### src/rtl/obi_sbr_regfile.sv
// -----------------------------------------------------------------------------
// obi_sbr_regfile
//
// OBI v1.1 subordinate that exposes a small word-addressed register file on
// the A and R channels. Each accepted transfer yields exactly one response,
// queued in acceptance order through a small response FIFO.
//
// Handshake semantics (both channels are strict valid/ready):
//   A channel: a transfer is accepted on a rising edge where
//              obi_req_i && obi_gnt_o. obi_gnt_o is purely a function of
//              stall_i and FIFO occupancy; it never looks at obi_req_i or
//              obi_rready_i, so a slot freed by a pop is reusable only from
//              the following cycle.
//   R channel: a response is consumed on a rising edge where
//              obi_rvalid_o && obi_rready_i. While obi_rvalid_o is high and
//              obi_rready_i is low, rdata/err stay stable.
//
// Ports
//   clk_i         clock, all state on rising edge
//   reset_ni      asynchronous active-low reset
//   obi_req_i     A-channel request
//   obi_gnt_o     A-channel grant
//   obi_addr_i    byte address
//   obi_we_i      1 = write, 0 = read
//   obi_be_i      byte enables (writes only)
//   obi_wdata_i   write data
//   obi_rvalid_o  R-channel valid (response FIFO non-empty)
//   obi_rready_i  R-channel ready
//   obi_rdata_o   read data of the FIFO head, 0 when empty
//   obi_err_o     error flag of the FIFO head, 0 when empty
//   stall_i       forces grant low (backpressure hook)
//   err_cnt_o     saturating count of error responses issued
// -----------------------------------------------------------------------------
module obi_sbr_regfile #(
   parameter int unsigned           ADDR_WIDTH = 32,
   parameter int unsigned           DATA_WIDTH = 32,
   parameter int unsigned           NUM_WORDS  = 16,
   parameter logic [ADDR_WIDTH-1:0] BASE_ADDR  = '0,
   parameter int unsigned           RSP_DEPTH  = 2
) (
   input  logic                    clk_i,
   input  logic                    reset_ni,
   input  logic                    obi_req_i,
   output logic                    obi_gnt_o,
   input  logic [ADDR_WIDTH-1:0]   obi_addr_i,
   input  logic                    obi_we_i,
   input  logic [DATA_WIDTH/8-1:0] obi_be_i,
   input  logic [DATA_WIDTH-1:0]   obi_wdata_i,
   output logic                    obi_rvalid_o,
   input  logic                    obi_rready_i,
   output logic [DATA_WIDTH-1:0]   obi_rdata_o,
   output logic                    obi_err_o,
   input  logic                    stall_i,
   output logic [7:0]              err_cnt_o
);

   localparam int unsigned BE_W    = DATA_WIDTH / 8;
   localparam int unsigned OFF_LSB = $clog2(BE_W);
   localparam int unsigned IDX_W   = $clog2(NUM_WORDS);
   localparam int unsigned PTR_W   = (RSP_DEPTH > 1) ? $clog2(RSP_DEPTH) : 1;
   localparam int unsigned CNT_W   = $clog2(RSP_DEPTH + 1);

   localparam logic [ADDR_WIDTH-1:0] SPAN     = ADDR_WIDTH'(NUM_WORDS * BE_W);
   localparam logic [PTR_W-1:0]      PTR_LAST = PTR_W'(RSP_DEPTH - 1);
   localparam logic [CNT_W-1:0]      CNT_FULL = CNT_W'(RSP_DEPTH);

   // Storage
   logic [DATA_WIDTH-1:0] r_mem      [NUM_WORDS];
   logic [DATA_WIDTH-1:0] r_rsp_data [RSP_DEPTH];
   logic [RSP_DEPTH-1:0]  r_rsp_err;
   logic [PTR_W-1:0]      r_wr_ptr;
   logic [PTR_W-1:0]      r_rd_ptr;
   logic [CNT_W-1:0]      r_count;
   logic [7:0]            r_err_cnt;

   // Decode / handshake
   logic [ADDR_WIDTH-1:0] w_offset;
   logic                  w_misalign;
   logic                  w_out_of_range;
   logic                  w_dec_err;
   logic [IDX_W-1:0]      w_index;
   logic                  w_accept;
   logic                  w_rvalid;
   logic                  w_pop;
   logic                  w_wr_ok;
   logic [DATA_WIDTH-1:0] w_push_data;

   function automatic logic [PTR_W-1:0] ptr_inc(input logic [PTR_W-1:0] p);
      return (p == PTR_LAST) ? '0 : p + PTR_W'(1);
   endfunction

   // Modular subtraction makes addresses below BASE_ADDR wrap to large
   // offsets, so a single unsigned range check catches both sides.
   assign w_offset       = obi_addr_i - BASE_ADDR;
   assign w_misalign     = |w_offset[OFF_LSB-1:0];
   assign w_out_of_range = (w_offset >= SPAN);
   assign w_dec_err      = w_misalign || w_out_of_range;
   assign w_index        = w_offset[OFF_LSB +: IDX_W];

   assign obi_gnt_o = !stall_i && (r_count < CNT_FULL);
   assign w_accept  = obi_req_i && obi_gnt_o;
   assign w_rvalid  = (r_count != '0);
   assign w_pop     = w_rvalid && obi_rready_i;
   assign w_wr_ok   = w_accept && obi_we_i && !w_dec_err;

   // Reads capture the array before this edge's write; writes and errors
   // return zero data.
   assign w_push_data = (obi_we_i || w_dec_err) ? '0 : r_mem[w_index];

   // Register file
   always_ff @(posedge clk_i or negedge reset_ni) begin
      if (!reset_ni) begin
         for (int i = 0; i < int'(NUM_WORDS); i++) begin
            r_mem[i] <= '0;
         end
      end else if (w_wr_ok) begin
         for (int k = 0; k < int'(BE_W); k++) begin
            if (obi_be_i[k]) begin
               r_mem[w_index][8*k +: 8] <= obi_wdata_i[8*k +: 8];
            end
         end
      end
   end

   // Response FIFO storage: contents are only observable through the
   // pointers, so no reset is needed here.
   always_ff @(posedge clk_i) begin
      if (w_accept) begin
         r_rsp_data[r_wr_ptr] <= w_push_data;
         r_rsp_err[r_wr_ptr]  <= w_dec_err;
      end
   end

   // Response FIFO control
   always_ff @(posedge clk_i or negedge reset_ni) begin
      if (!reset_ni) begin
         r_wr_ptr <= '0;
         r_rd_ptr <= '0;
         r_count  <= '0;
      end else begin
         if (w_accept) begin
            r_wr_ptr <= ptr_inc(r_wr_ptr);
         end
         if (w_pop) begin
            r_rd_ptr <= ptr_inc(r_rd_ptr);
         end
         case ({w_accept, w_pop})
            2'b10:   r_count <= r_count + CNT_W'(1);
            2'b01:   r_count <= r_count - CNT_W'(1);
            default: r_count <= r_count;
         endcase
      end
   end

   // Error counter, saturating at 8'hFF
   always_ff @(posedge clk_i or negedge reset_ni) begin
      if (!reset_ni) begin
         r_err_cnt <= '0;
      end else if (w_accept && w_dec_err && (r_err_cnt != 8'hFF)) begin
         r_err_cnt <= r_err_cnt + 8'd1;
      end
   end

   assign obi_rvalid_o = w_rvalid;
   assign obi_rdata_o  = w_rvalid ? r_rsp_data[r_rd_ptr] : '0;
   assign obi_err_o    = w_rvalid && r_rsp_err[r_rd_ptr];
   assign err_cnt_o    = r_err_cnt;

endmodule

### config.mk
export PLATFORM = sky130hd
export DESIGN_NAME = obi_sbr_regfile
export DESIGN_NICKNAME = d
export VERILOG_FILES = /design/src/rtl/obi_sbr_regfile.sv
export SDC_FILE = /design/constraint.sdc
export NUM_CORES = 1
export LEC_CHECK = 0
export BUFFER_PORTS_ARGS = -buffer_cell sky130_fd_sc_hd__buf_2
export CORE_MARGIN = 2
export CORE_UTILIZATION = 51
export DETAILED_ROUTE_END_ITERATION = 6
export GPL_ROUTABILITY_DRIVEN = 0
export PLACE_DENSITY = 0.72
export SETUP_SLACK_MARGIN = 0.15
export SYNTH_ARGS = -nofsm -noshare
export SYNTH_HDL_FRONTEND = slang
export SYNTH_SLANG_ARGS = --single-unit
### constraint.sdc
create_clock -name clk_i -period 3.33 [get_ports clk_i]
set_clock_uncertainty 0.2 [all_clocks]
set_input_delay 0.4995 -clock clk_i [delete_from_list [all_inputs] [get_ports clk_i]]
set_output_delay 0.4995 -clock clk_i [all_outputs]
set_load 0.05 [all_outputs]
Word level (Yosys, flattened, before mapping)
Memories as Yosys holds them, arrays and structs flattened. Index checks and enable logic that the tools add are counted.

Bits of input ports: 74. Word-level logic and storage cells: 89. Bits in writable memories: 64. Register bits: 526. Output and inout bits: 43. Memories kept: 1.

Mux-type cells: 34. Eq/ne operators: 3. Add/subtract/negate cells: 5. Reductions and logical operators: 17. Bitwise gates (word level): 1. Magnitude comparators: 7.

Memories: r_rsp_data (words 2, bits a word 32, rd ports 1, clocked after Yosys merged registers in 0, wr ports 1, line 69) `logic [DATA_WIDTH-1:0] r_rsp_data [RSP_DEPTH];`.

Operator list (count): 2-to-1 mux 512 bit (7); bitwise mux 512 bit (4); demux 32 bit (select 4 bit) (4); 2-to-1 mux 32 bit (5); binary-select mux 32 bit (select 4 bit) (1); greater-or-equal comparator 32 x 7 -> 1 bit, second input constant (1); 2-to-1 mux 24 bit (1); 2-to-1 mux 16 bit (1); logical AND 1 bit (10); adder 8 x 1 -> 8 bit, second input constant (1); 2-to-1 mux 8 bit (1); != test 8 bit, second input constant (1); 2-to-1 mux 1 bit (7); greater-or-equal comparator 5 bit, second input constant (1); < comparator 5 x 1 -> 1 bit, second input constant (1); NOT 4 -> 5 bit (1); < comparator 1 x 2 -> 1 bit, second input constant (2); case mux 2 bit (2 select lines) (1); nonzero test 2 bit (2); adder 1 bit, second input constant (2); adder 2 x 1 -> 2 bit, second input constant (1); bitwise mux 2 bit (1); == test 2 x 1 -> 1 bit, second input constant (1); == test 2 bit, second input constant (1); other kinds (7) (9).

Depth between registers and ports, before layout
Depth in word-level cells: 16. Gate-level depth with buffers: 7. Gate-level depth less buffers: 7.

Least setup slack after synthesis
Ideal clock, no wire load.

Path kind: input to register. Start point: input stall_i. End point: memory r_rsp_data[0][0] (enable). Library setup time: 0.423 ns. Data required time: 2.707 ns. Path buffers: 0. Stages: 3. Arrival: 2.378 ns. Setup slack: 0.328 ns. Path through: nor3b_2 -> inv_1 -> nor2_1.

Word-level cells in the longest chain between the ends: 5.

RTL lines: start, declared (line 53) `input logic stall_i,`; logical NOT 1 bit (line 100) `assign obi_gnt_o = !stall_i && (r_count < CNT_FULL);`; logical AND 1 bit (line 100); logical AND 1 bit (line 101) `assign w_accept = obi_req_i && obi_gnt_o;`; 2-to-1 mux 1 bit (line 128) `if (w_accept) begin`; 2-to-1 mux 1 bit (not written as such) (line 129) `r_rsp_data[r_wr_ptr] <= w_push_data;`; end, declared (line 69).

No other way between the ends.

Worst setup path in the final report
Start point: register r_rd_ptr. End point: output obi_rdata_o[21].

Word-level cells in the longest chain between the ends: 2.

RTL lines: start, declared (line 72) `logic [PTR_W-1:0] r_rd_ptr;`; start signal, assigned (line 145) `r_rd_ptr <= ptr_inc(r_rd_ptr);`; memory read (2 x 32 bit); 2-to-1 mux 32 bit (line 165) `assign obi_rdata_o = w_rvalid ? r_rsp_data[r_rd_ptr] : '0;`; end, declared (line 51) `output logic [DATA_WIDTH-1:0] obi_rdata_o,`.

No other way between the ends.

==> impl_summary.md <==
Clock tree
Clock-pin slew was measured on the worst setup and hold paths at 0.06 ns. The clock tree from TritonCTS is yes. The clock reaches the later pin of the worst-skew pair after 0.63 ns. The count of buffers added by post-CTS timing repair for setup is 0. CTS placed an instance of clkbuf_16 at the clock tree root. Counting along the longest clock path gives a buffer depth of 3. The total of cells resized after clock tree synthesis is 0. CTS built an H-tree with a depth of 2.

The count of hold buffers inserted by post-cts repair is 2. The tree built by TritonCTS fans out to 590 sinks. The number of buffers created by CTS is 58.

Pwr
Of the total power, registers draw 45.6%. The cell-internal power is 0.0118 W. Summed over all cells, the static leakage comes to 14.1 nW. The portion of total power attributed to combinational logic is 15.3%. The power density over the cells is 558 nW/um^2. The switching share of power is 28.9%. The maximum resistive drop on vdd is 0.000390 V.

The power share of the clock group is 39.2%. For this design the total switching power over the nets is 0.00481 W.

Setup path
Of all nets on the critical path, the largest fanout is 14. Setup slack on the worst reg-to-reg path comes out at 0.48 ns. The launch instance of the worst register-to-register path is r_count[1]$_DFFE_PN0P_.

STA classifies the critical path startpoint as a register. The path type of the worst setup path is register to output port. The worst flop-to-flop path endpoint is r_mem[483]$_DFFE_PN0P_. The data required time of the critical path is 2.63 ns.

At the worst endpoint, the arrival time is 2.32 ns. For the worst flop-to-flop path, the logic depth is 6. The worst setup path is captured at an output port.

Yosys
The post-synthesis sequential element count is 590. The synthesized netlist net count is 1718. The commonest cells after synthesis are 524 x dfrtp_1, 468 x mux2_2, 128 x mux4_2.

The total number of yosys warnings is 0. The most used flip-flop cell after synthesis is dfrtp_1. The area share of the leading cell type in the synthesized netlist is 50.3%. In the post-synthesis netlist, the cell with the most instances is dfrtp_1. The register area share after synthesis is 57.9%. Summed over all instances, the cell type with the most area after synthesis is dfrtp_1.

The mean instance size in the synthesized netlist is 15.9 um^2. The number of unique standard cell types used by synthesis is 33. The count of mapped cells out of synthesis is 1642.

By area the synthesized netlist is led by dfrtp_1 50%, mux2_2 20%, mux4_2 11%. The combined area of all synthesized cells is 26100 um^2. For this run, asynchronously set or reset flops after synthesis account for 88.8%.

The number of enable flip-flop cells after synthesis is 66.

Floorplan
The site row count is 82. In this run the vertical extent of the chip is 230 um. The width of the chip is 230 um.

The initial standard-cell utilization of the core is 51.9%. During I/O placement, the number of pins put on the boundary was 117. The floorplan core area is 50300 um^2.

The floorplan die area is 53000 um^2.

Detailed routing
The number of search-and-repair iterations in the first detailed-routing pass is 7. In the final routed layout, each cell accounts on average for 24.6 um. In this run, the number of DRC markers left after iteration 0 of detailed routing was 1238.

Detailed routing inserted a total of 15100 vias. For this block, the routed nets add up to 61800 um of wire. The remaining routing DRC violations is 0. The number of nets still failing antenna checks after routing is 0. Dividing the detail-routed via count by the number of cells gives 6.00.

Global routing
The overall global routing resource usage is 24.0%. Entering global routing, the biggest net connects 85 pins. The first global-routing pass estimated 96800 um of wire. The final global-route overflow total is 0.

The via count of the first global-routing pass is 16200. The initial antenna violation count is 4.

Placement
The placed standard-cell area is 27900 um^2. After legalization and detailed placement, the total HPWL measured 39600 um. In this run the tool buffered the top-level ports with 116 buffer cells.

Layout
The utilization after layout is 59.3%. The number of diodes is 0. The post-route standard cell area excluding fillers is 29800 um^2. In the final layout, the share of cells above drive strength 1 is 49.0%. In the final design database the tool counted 1868 nets. The area growth from synthesis to layout is 14.4%.

Min path
The worst hold path passes through 2 cells. In this run the worst hold path is classified as input pin to register. The origin of the worst min-delay path is obi_wdata_i[22]. The path with the worst hold slack has its endpoint at r_mem[214]$_DFFE_PN0P_.

Flow run
The tool flagged a number of max-cap violations equal to 0.

Timing
Adding up every negative setup slack in the final design gives 0 ns. Setup repair after global routing left no endpoint under its margin. The part of the cycle the worst path needs is 90.8%.

The max-slew violation count is 0. The measured slew at the worst slew-check pin is 1.08 ns. The maximum clock rate is 331 MHz. The worst pin sits at a relative slew slack of 27.2%. The smallest clock period supported by the final layout is computed as 3.02 ns.

Setup violations remaining at the end of the flow were counted as 0. The number of endpoints with negative hold slack in the final report is 0.

Run status
The run finished with clean final reports.
==> cells in the final DEF, fill, tap and decap left out, types with 3 or more instances in the layout <==
cell and count:
a21oi_1 32, a22oi_1 64, and4_1 5, buf_12 15, buf_2 113, buf_4 55
clkbuf_1 13, clkbuf_16 61, clkbuf_8 12, clkinv_1 5, clkinv_2 13, clkinvlp_4 3
dfrtp_1 523, edfxtp_1 66, inv_1 3, mux2_1 46, mux2_2 468, mux2i_1 33
mux4_2 128, nand2_1 47, nand2b_1 4, nand3_1 6, nand4_1 7, nor2_1 42
nor2_2 20, nor2_4 3, nor3_1 9, nor4_1 9, xor2_1 9
==> cell families (layout without fill, tap and decap cells) <==
family	after synthesis	in the layout	share of synthesized area, %
AOI/OAI and AO/OA	97	97	2.49
xor gates and xnor gates	11	11	0.369
muxes	675	675	34.5
buffers and inverters	101	301	1.55
and+or+nand+nor	166	166	3.12
adders and majority gates	2	2	0.0959
DFF	590	590	57.9
==> stage by stage <==
| step | total power [W] | hold slack (ns) | cells | worst slack (ns) |
|---|---|---|---|---|
| floorplan | 0.00934 | 0.00391 | 1642 | 0.328 |
| finish | 0.0166 | 0.125 | 2514 | 0.308 |
| CTS | 0.0168 | 0.0999 | 2514 | 0.271 |
| detailed placement | 0.0103 | 0.277 | 2402 | 0.103 |
| global route | 0.0172 | 0.133 | 2514 | 0.260 |
| global placement | 0.0103 | 0.268 | 2402 | 0.0246 |
==> metal layers <==
layer | vias up | GRT usage [%] | share of wire [%] | wire length (um)
met2 | 359 | 38.3 | 48 | 29700
li1 | 6519 | - | - | -
met1 | 8088 | 33.2 | 44 | 27100
met4 | 8 | 8.13 | 3.2 | 1950
met5 | - | 0 | 0.060 | 37
met3 | 122 | 4.59 | 4.9 | 3050
==> layout make-up <==
type,count,area (um^2)
clock inverter,24,175
sequential,590,15100
tap,672,841
timing repair buffer,188,1340
fill,3853,20400
multi-input combinational,951,10600
clock buffer,86,1740
inverter,3,11.3
==> flip-flops by register name, indices dropped and copies added, names as in the netlist <==
register    cells
r_mem         512
r_rsp_data     64
r_rd_ptr        1
r_rsp_err       2
err_cnt_o       8
r_count         2
r_wr_ptr        1
==> critical path, cell delays in order, from the launching register on <==
cell and delay [ns]:
dfrtp_2 0.75, buf_12 0.27, buf_12 0.17, mux2i_1 0.23, nor2_1 0.06, buf_2 0.21
==> worst max-delay path by stage <==
stage / start / slack, ns / end / depth (start not counted)
final: r_rd_ptr$_DFFE_PN0P_ / 0.31 / obi_rdata_o[21] / 5
after global routing: r_rd_ptr$_DFFE_PN0P_ / 0.26 / obi_rdata_o[21] / 5
after CTS: r_rd_ptr$_DFFE_PN0P_ / 0.27 / obi_rdata_o[21] / 5
after detailed placement: obi_addr_i[2] / 0.10 / r_mem[461]$_DFFE_PN0P_ / 5
after global placement: obi_addr_i[2] / 0.02 / r_mem[467]$_DFFE_PN0P_ / 5
after floorplan: stall_i / 0.33 / r_rsp_data[0][0]$_DFFE_PP_ / 3
==> power groups by stage <==
stage                     Combinational [W]  Sequential, W  Clock, W
after global placement              0.00255        0.00771         0
after floorplan                     0.00160        0.00774         0
after detailed placement            0.00257        0.00771         0
after global routing                0.00269        0.00759   0.00695
final                               0.00254        0.00758   0.00652
after CTS                           0.00258        0.00758   0.00664
Power figures use the tool's default switching activity.
